$ cat config.mk
export PLATFORM = sky130hd
export DESIGN_NAME = csa_resolve_pipe
export DESIGN_NICKNAME = d
export VERILOG_FILES = /design/src/rtl/csa_resolve_pipe.sv
export SDC_FILE = /design/constraint.sdc
export NUM_CORES = 1
export LEC_CHECK = 0
export BUFFER_PORTS_ARGS = -buffer_cell sky130_fd_sc_hd__buf_2
export CORE_ASPECT_RATIO = 0.9
export CORE_MARGIN = 3
export CORE_UTILIZATION = 51
export DETAILED_ROUTE_END_ITERATION = 10
export PLACE_DENSITY_LB_ADDON = 0.3
export SETUP_SLACK_MARGIN = 0.2
export SLEW_MARGIN = 25
export SYNTH_ARGS = -nofsm -noshare
export SYNTH_HDL_FRONTEND = slang
export SYNTH_SLANG_ARGS = --single-unit
$ cat constraint.sdc
create_clock -name clk -period 3.84 [get_ports clk]
set_input_delay 0.192 -clock clk [delete_from_list [all_inputs] [get_ports clk]]
set_output_delay 0.192 -clock clk [all_outputs]
set_load 0.01 [all_outputs]
$ cat src/rtl/csa_resolve_pipe.sv
// csa_resolve_pipe
//   Resolves the carry-save pair left by the 5:3 compressor tree into a binary
//   result. It uses a two-stage split carry-propagate adder. Stage 1 adds the
//   low LO bits. Stage 2 adds the high slices plus the low-half carry-out.
//   Valid/ready handshaking is used on both sides, with throughput of one beat
//   per cycle and a latency of two cycles.
//
//   Optional feature: define CSA_RESOLVE_ACC_EN to accumulate resolved values
//   over a group of beats. Only the beat carrying in_last produces an output,
//   and that output is the group total, wrapped modulo 2^RW.
//
//   Ports
//     clk        in   rising-edge clock
//     rst_n      in   asynchronous active-low reset
//     in_valid   in   upstream beat present
//     in_ready   out  stage can accept a beat this cycle
//     in_sum     in   [W-1:0] sum vector, bit i weight 2^i
//     in_carry   in   [W-1:0] carry vector, bit i weight 2^(i+1)
//     in_last    in   final beat of a group (accumulate build only)
//     out_valid  out  result valid
//     out_ready  in   downstream accepts the result
//     out_result out  [RW-1:0] in_sum + (in_carry << 1), zero-extended
module csa_resolve_pipe #(
  parameter int  W     = 16,
  parameter int  LO    = W / 2,
  parameter int  ACC_G = 6,
  localparam int RW    = W + 2 + ACC_G
) (
  input  logic          clk,
  input  logic          rst_n,
  input  logic          in_valid,
  output logic          in_ready,
  input  logic [W-1:0]  in_sum,
  input  logic [W-1:0]  in_carry,
  input  logic          in_last,
  output logic          out_valid,
  input  logic          out_ready,
  output logic [RW-1:0] out_result
);

  localparam int HI = W - LO;

  // Handshake
  logic adv;
  logic accept;

  // Stage 1 registers
  logic          s1_valid_q, s1_valid_d;
  logic [LO-1:0] s1_lo_q,    s1_lo_d;
  logic          s1_c_q,     s1_c_d;
  logic [HI-1:0] s1_a_hi_q,  s1_a_hi_d;
  logic [HI:0]   s1_b_hi_q,  s1_b_hi_d;

  // Stage 2 registers
  logic          out_valid_q,  out_valid_d;
  logic [RW-1:0] out_result_q, out_result_d;

  // Arithmetic
  logic [LO:0]   lo_add;
  logic [HI+1:0] hi_add;
  logic [W+1:0]  s2_value;

`ifdef CSA_RESOLVE_ACC_EN
  logic          s1_last_q, s1_last_d;
  logic [RW-1:0] acc_q, acc_d;
  logic [RW-1:0] acc_sum;
`else
  logic          unused_last;
  assign unused_last = in_last;
`endif

  // The pipeline advances whenever stage 2 is empty or is being drained.
  // An empty stage 1 still accepts a beat while the output is stalled.
  assign adv      = !out_valid_q || out_ready;
  assign in_ready = adv || !s1_valid_q;
  assign accept   = in_valid && in_ready;

  // Low half. The shifted carry vector contributes in_carry[LO-2:0] above a
  // zero LSB. in_carry[W-1:LO-1] becomes the high operand, which is one bit
  // wider than the sum slice.
  assign lo_add = {1'b0, in_sum[LO-1:0]} + {1'b0, in_carry[LO-2:0], 1'b0};

  // High half. The largest value is 3*2^HI - 1, which fits in HI+2 bits.
  assign hi_add   = {2'b00, s1_a_hi_q} + {1'b0, s1_b_hi_q} + {{(HI+1){1'b0}}, s1_c_q};
  assign s2_value = {hi_add, s1_lo_q};

`ifdef CSA_RESOLVE_ACC_EN
  assign acc_sum = acc_q + {{ACC_G{1'b0}}, s2_value};
`endif

  // NOTE: every always_comb output gets its hold value first, so no path can
  // leave a signal unassigned and infer a latch.
  always_comb begin
    s1_valid_d = s1_valid_q;
    s1_lo_d    = s1_lo_q;
    s1_c_d     = s1_c_q;
    s1_a_hi_d  = s1_a_hi_q;
    s1_b_hi_d  = s1_b_hi_q;
`ifdef CSA_RESOLVE_ACC_EN
    s1_last_d  = s1_last_q;
`endif
    // Data loads only on acceptance, so X on idle inputs never enters state.
    if (accept) begin
      s1_valid_d = 1'b1;
      s1_lo_d    = lo_add[LO-1:0];
      s1_c_d     = lo_add[LO];
      s1_a_hi_d  = in_sum[W-1:LO];
      s1_b_hi_d  = in_carry[W-1:LO-1];
`ifdef CSA_RESOLVE_ACC_EN
      s1_last_d  = in_last;
`endif
    end else if (adv) begin
      s1_valid_d = 1'b0;
    end
  end

  always_comb begin
    out_valid_d  = out_valid_q;
    out_result_d = out_result_q;
`ifdef CSA_RESOLVE_ACC_EN
    acc_d        = acc_q;
`endif
    if (adv) begin
      out_valid_d = 1'b0;
      if (s1_valid_q) begin
`ifdef CSA_RESOLVE_ACC_EN
        // Clearing the accumulator after a last beat makes the next beat a
        // fresh load. An update only happens on adv, so a stall never
        // double-counts a beat.
        if (s1_last_q) begin
          out_valid_d  = 1'b1;
          out_result_d = acc_sum;
          acc_d        = '0;
        end else begin
          acc_d        = acc_sum;
        end
`else
        out_valid_d  = 1'b1;
        out_result_d = {{ACC_G{1'b0}}, s2_value};
`endif
      end
    end
  end

  // NOTE: state registers use non-blocking assignments only, so every
  // register samples the pre-edge value of its neighbours.
  always_ff @(posedge clk or negedge rst_n) begin
    if (!rst_n) begin
      s1_valid_q   <= 1'b0;
      s1_lo_q      <= '0;
      s1_c_q       <= 1'b0;
      s1_a_hi_q    <= '0;
      s1_b_hi_q    <= '0;
      out_valid_q  <= 1'b0;
      out_result_q <= '0;
`ifdef CSA_RESOLVE_ACC_EN
      s1_last_q    <= 1'b0;
      acc_q        <= '0;
`endif
    end else begin
      s1_valid_q   <= s1_valid_d;
      s1_lo_q      <= s1_lo_d;
      s1_c_q       <= s1_c_d;
      s1_a_hi_q    <= s1_a_hi_d;
      s1_b_hi_q    <= s1_b_hi_d;
      out_valid_q  <= out_valid_d;
      out_result_q <= out_result_d;
`ifdef CSA_RESOLVE_ACC_EN
      s1_last_q    <= s1_last_d;
      acc_q        <= acc_d;
`endif
    end
  end

  assign out_valid  = out_valid_q;
  assign out_result = out_result_q;

endmodule

==> run summary <==
status -> finished clean
crit-path max cell delay -> 0.47 ns
RSZ-0062 raised after global routing -> no
post-route insts no fill -> 322
Initial Util -> 55.2%
WP data required -> 4.03 ns
hold endpoint -> s1_valid_q$_DFFE_PN0P_
Hold Path Depth -> 2
Port Buffer Count -> 55
async set-or-reset flop fraction in the synthesized netlist -> 100%
fillers -> 369
DR WL/cell -> 12.5 um
Die ar. -> 0.00544 mm^2
nets -> 315
Rel. slew slack -> 39.4%
fin crit share -> 60.5%
Buf/Inv on CP -> 1
max-cap viol count -> 0
Cells after DPL -> 313
P&R area growth vs syn -> 17.7%
Die Wd -> 77.4 um
worst r2r path cells -> 8
Num Clock Sinks -> 46
Mapped Area -> 0.00234 mm^2
Yosys cell types -> 29
Arr. time, crit path -> 2.51 ns
share of post-route cells with drive strength above 1 -> 36.3%
core box area -> 0.00424 mm^2
grt total ovfl -> 0
largest net degree at the start of global routing -> 47
Worst Max-Slew Pin Slew -> 0.906 ns
register area share after synthesis -> 49.2%
Max Slew Vio Count -> 0
Post-DRT Antenna Nets -> 0
worst setup path class -> flop to flop
crit path cell chain -> inv_1, fa_1, fa_1, nor2b_4, o31ai_2, a221oi_2, nor3_1, o31ai_1
most frequent cell on the critical path -> fa_1
area of the multi-input gates -> 0.00111 mm^2
Primary FF master, synth -> dfrtp_1
vias per inst -> 4.97
global-route wire length before repair -> 6840 um
All-Layer GR Usage -> 15.8%
Startpoint Class -> flop
Clock Pin Slew Worst Setup and Hold Paths -> 0.08 ns
pwr/cell area -> 518 mW/mm^2
minimum clock period after layout -> 2.32 ns
Syn Area/Cell -> 11.5 um^2
leakage dissipation -> 1.36 nW
diode count -> 0
Hold Vio Cnt, Final -> 0
Max IR drop VDD -> 0.370 mV
Critical Path Sink Type -> flop
reg-to-reg slack, setup -> 1.52 ns
Tot Pwr -> 0.00143 W
Setup-failing EPs final -> 0
CTS tree -> done
vias in the first global route -> 1447
postcts setup bufs -> 0
First-pass DRT Iterations -> 4
CP max-delay cell -> fa_1
Clock Root Buffer -> clkbuf_8
Worst R2R End -> out_result[16]$_DFFE_PN0P_
synth warn -> 0
EDFF count, synth -> 0
worst hold path type -> input port to flop
post-DP HPWL -> 3090 um
final core occ -> 65.0%
# DRC -> 0
Clock Skew -> 0.00419 ns
antenna violations before repair -> 0
via count -> 1599
worst-skew pair later-pin latency -> 0.29 ns
Top delay family on crit path -> adder cells
die height -> 70.3 um
drt total wl -> 4040 um
# IOs -> 63
Hold Startpoint -> in_valid
CP Max Fanout -> 3
Max Fclk -> 430 MHz
maximum clock path buffer count -> 2
GPL Wtd Cong -> 0.843
initial drt markers -> 49
cts bufs inserted -> 5
htree depth -> 2
synthesized instance count -> 203
Setup Total Neg Slack -> 0 ns
floorplan row count -> 22
R2R Path Start -> s1_a_hi_q[0]$_DFFE_PN0P_
number of synthesized register bits -> 46
register area -> 0.00115 mm^2
layer usage:
layer	share of wire (%)	routed length (um)	global-route usage, %
met3	5.4	220	3.87
met5	0	0	0
met4	0.87	35	4.15
met1	50	2000	23.8
met2	44	1780	22.8
power by group:
group / switching [W] / internal (W) / leakage (nW)
clock network: 0.000153 / 0.000145 / 0.0482
logic: 0.000244 / 0.000227 / 0.762
registers: 0.0000583 / 0.000600 / 0.547
state kept, by name, summed over array words and instances (netlist names):
name and cells:
s1_lo_q 8, out_valid 1, s1_b_hi_q 9, s1_c_q 1
s1_valid_q 1, s1_a_hi_q 8, out_result 18
Yosys cell counts, drive strengths merged, types with 4 or more instances:
cell type | n | share of area, %
nand2 | 24 | 3.9
xor2 | 5 | 1.9
nor2 | 4 | 0.64
inv | 8 | 1.3
a21oi | 8 | 1.7
o31ai | 6 | 2.1
ha | 14 | 7.5
o21a | 4 | 1.3
dfrtp | 46 | 49
mux2 | 28 | 13
nand2b | 7 | 1.9
nor3 | 4 | 0.86
buf | 8 | 2.4
o21ai | 17 | 3.6
kinds of logic after synthesis:
family | Yosys count | synth area share [%]
AO/OA/AOI/OAI | 44 | 12.2
AND/OR/NAND/NOR | 41 | 8.13
multiplexers | 28 | 13.5
buffers and inverters | 19 | 4.12
adder cells (fa/ha/maj) | 17 | 10.1
flip-flops | 46 | 49.2
XOR/XNOR | 7 | 2.62
other | 1 | 0.160
worst max path at each step:
stage                     cells past startpoint                         end                      from
after floorplan                               8  out_result[16]$_DFFE_PN0P_        s1_c_q$_DFFE_PN0P_
after global placement                        8  out_result[16]$_DFFE_PN0P_        s1_c_q$_DFFE_PN0P_
after detailed placement                      8  out_result[16]$_DFFE_PN0P_  s1_a_hi_q[0]$_DFFE_PN0P_
after CTS                                     8  out_result[16]$_DFFE_PN0P_  s1_a_hi_q[0]$_DFFE_PN0P_
after global routing                          8  out_result[16]$_DFFE_PN0P_  s1_a_hi_q[0]$_DFFE_PN0P_
final                                         8  out_result[16]$_DFFE_PN0P_  s1_a_hi_q[0]$_DFFE_PN0P_
stage by stage:
step | hold WS [ns] | worst slack [ns] | area [um^2]
CTS | 0.0905 | 1.52 | 2740
global route | 0.118 | 1.40 | 2750
floorplan | -0.104 | 1.78 | 2360
finish | 0.0989 | 1.52 | 2750
detailed placement | 0.399 | 1.55 | 2650
global placement | 0.395 | 1.64 | 2650
cell usage in the layout, fill, tap and decap left out, types with 2 or more instances in the layout:
master    count
buf_2        54
dfrtp_1      46
mux2_2       28
nand2_1      24
o21ai_0      17
ha_1         14
inv_1         8
a21oi_1       8
nand2b_1      7
conb_1        6
clkbuf_8      6
o31ai_1       5
xor2_1        5
o21a_1        4
nor3_1        4
nor2_1        4
fa_1          3
xnor2_1       2
a211oi_1      2
a21o_1        2
buf_4         2
cell type report:
cell class,instances,share of cell area [%]
clock inverters,1,0.182
multi-input cells,143,40.3
inverters,8,1.09
repair buffers,57,10.7
well taps,60,2.73
clock buffers,7,3.13
flip-flops and latches,46,41.8
timing repair:
action / CTS / global route
hold buffers: 0 / 1
gates resized for setup: 0 / 0
hold endpoints to repair: 0 / 46
Note: power is estimated with default switching activity, not from simulation.
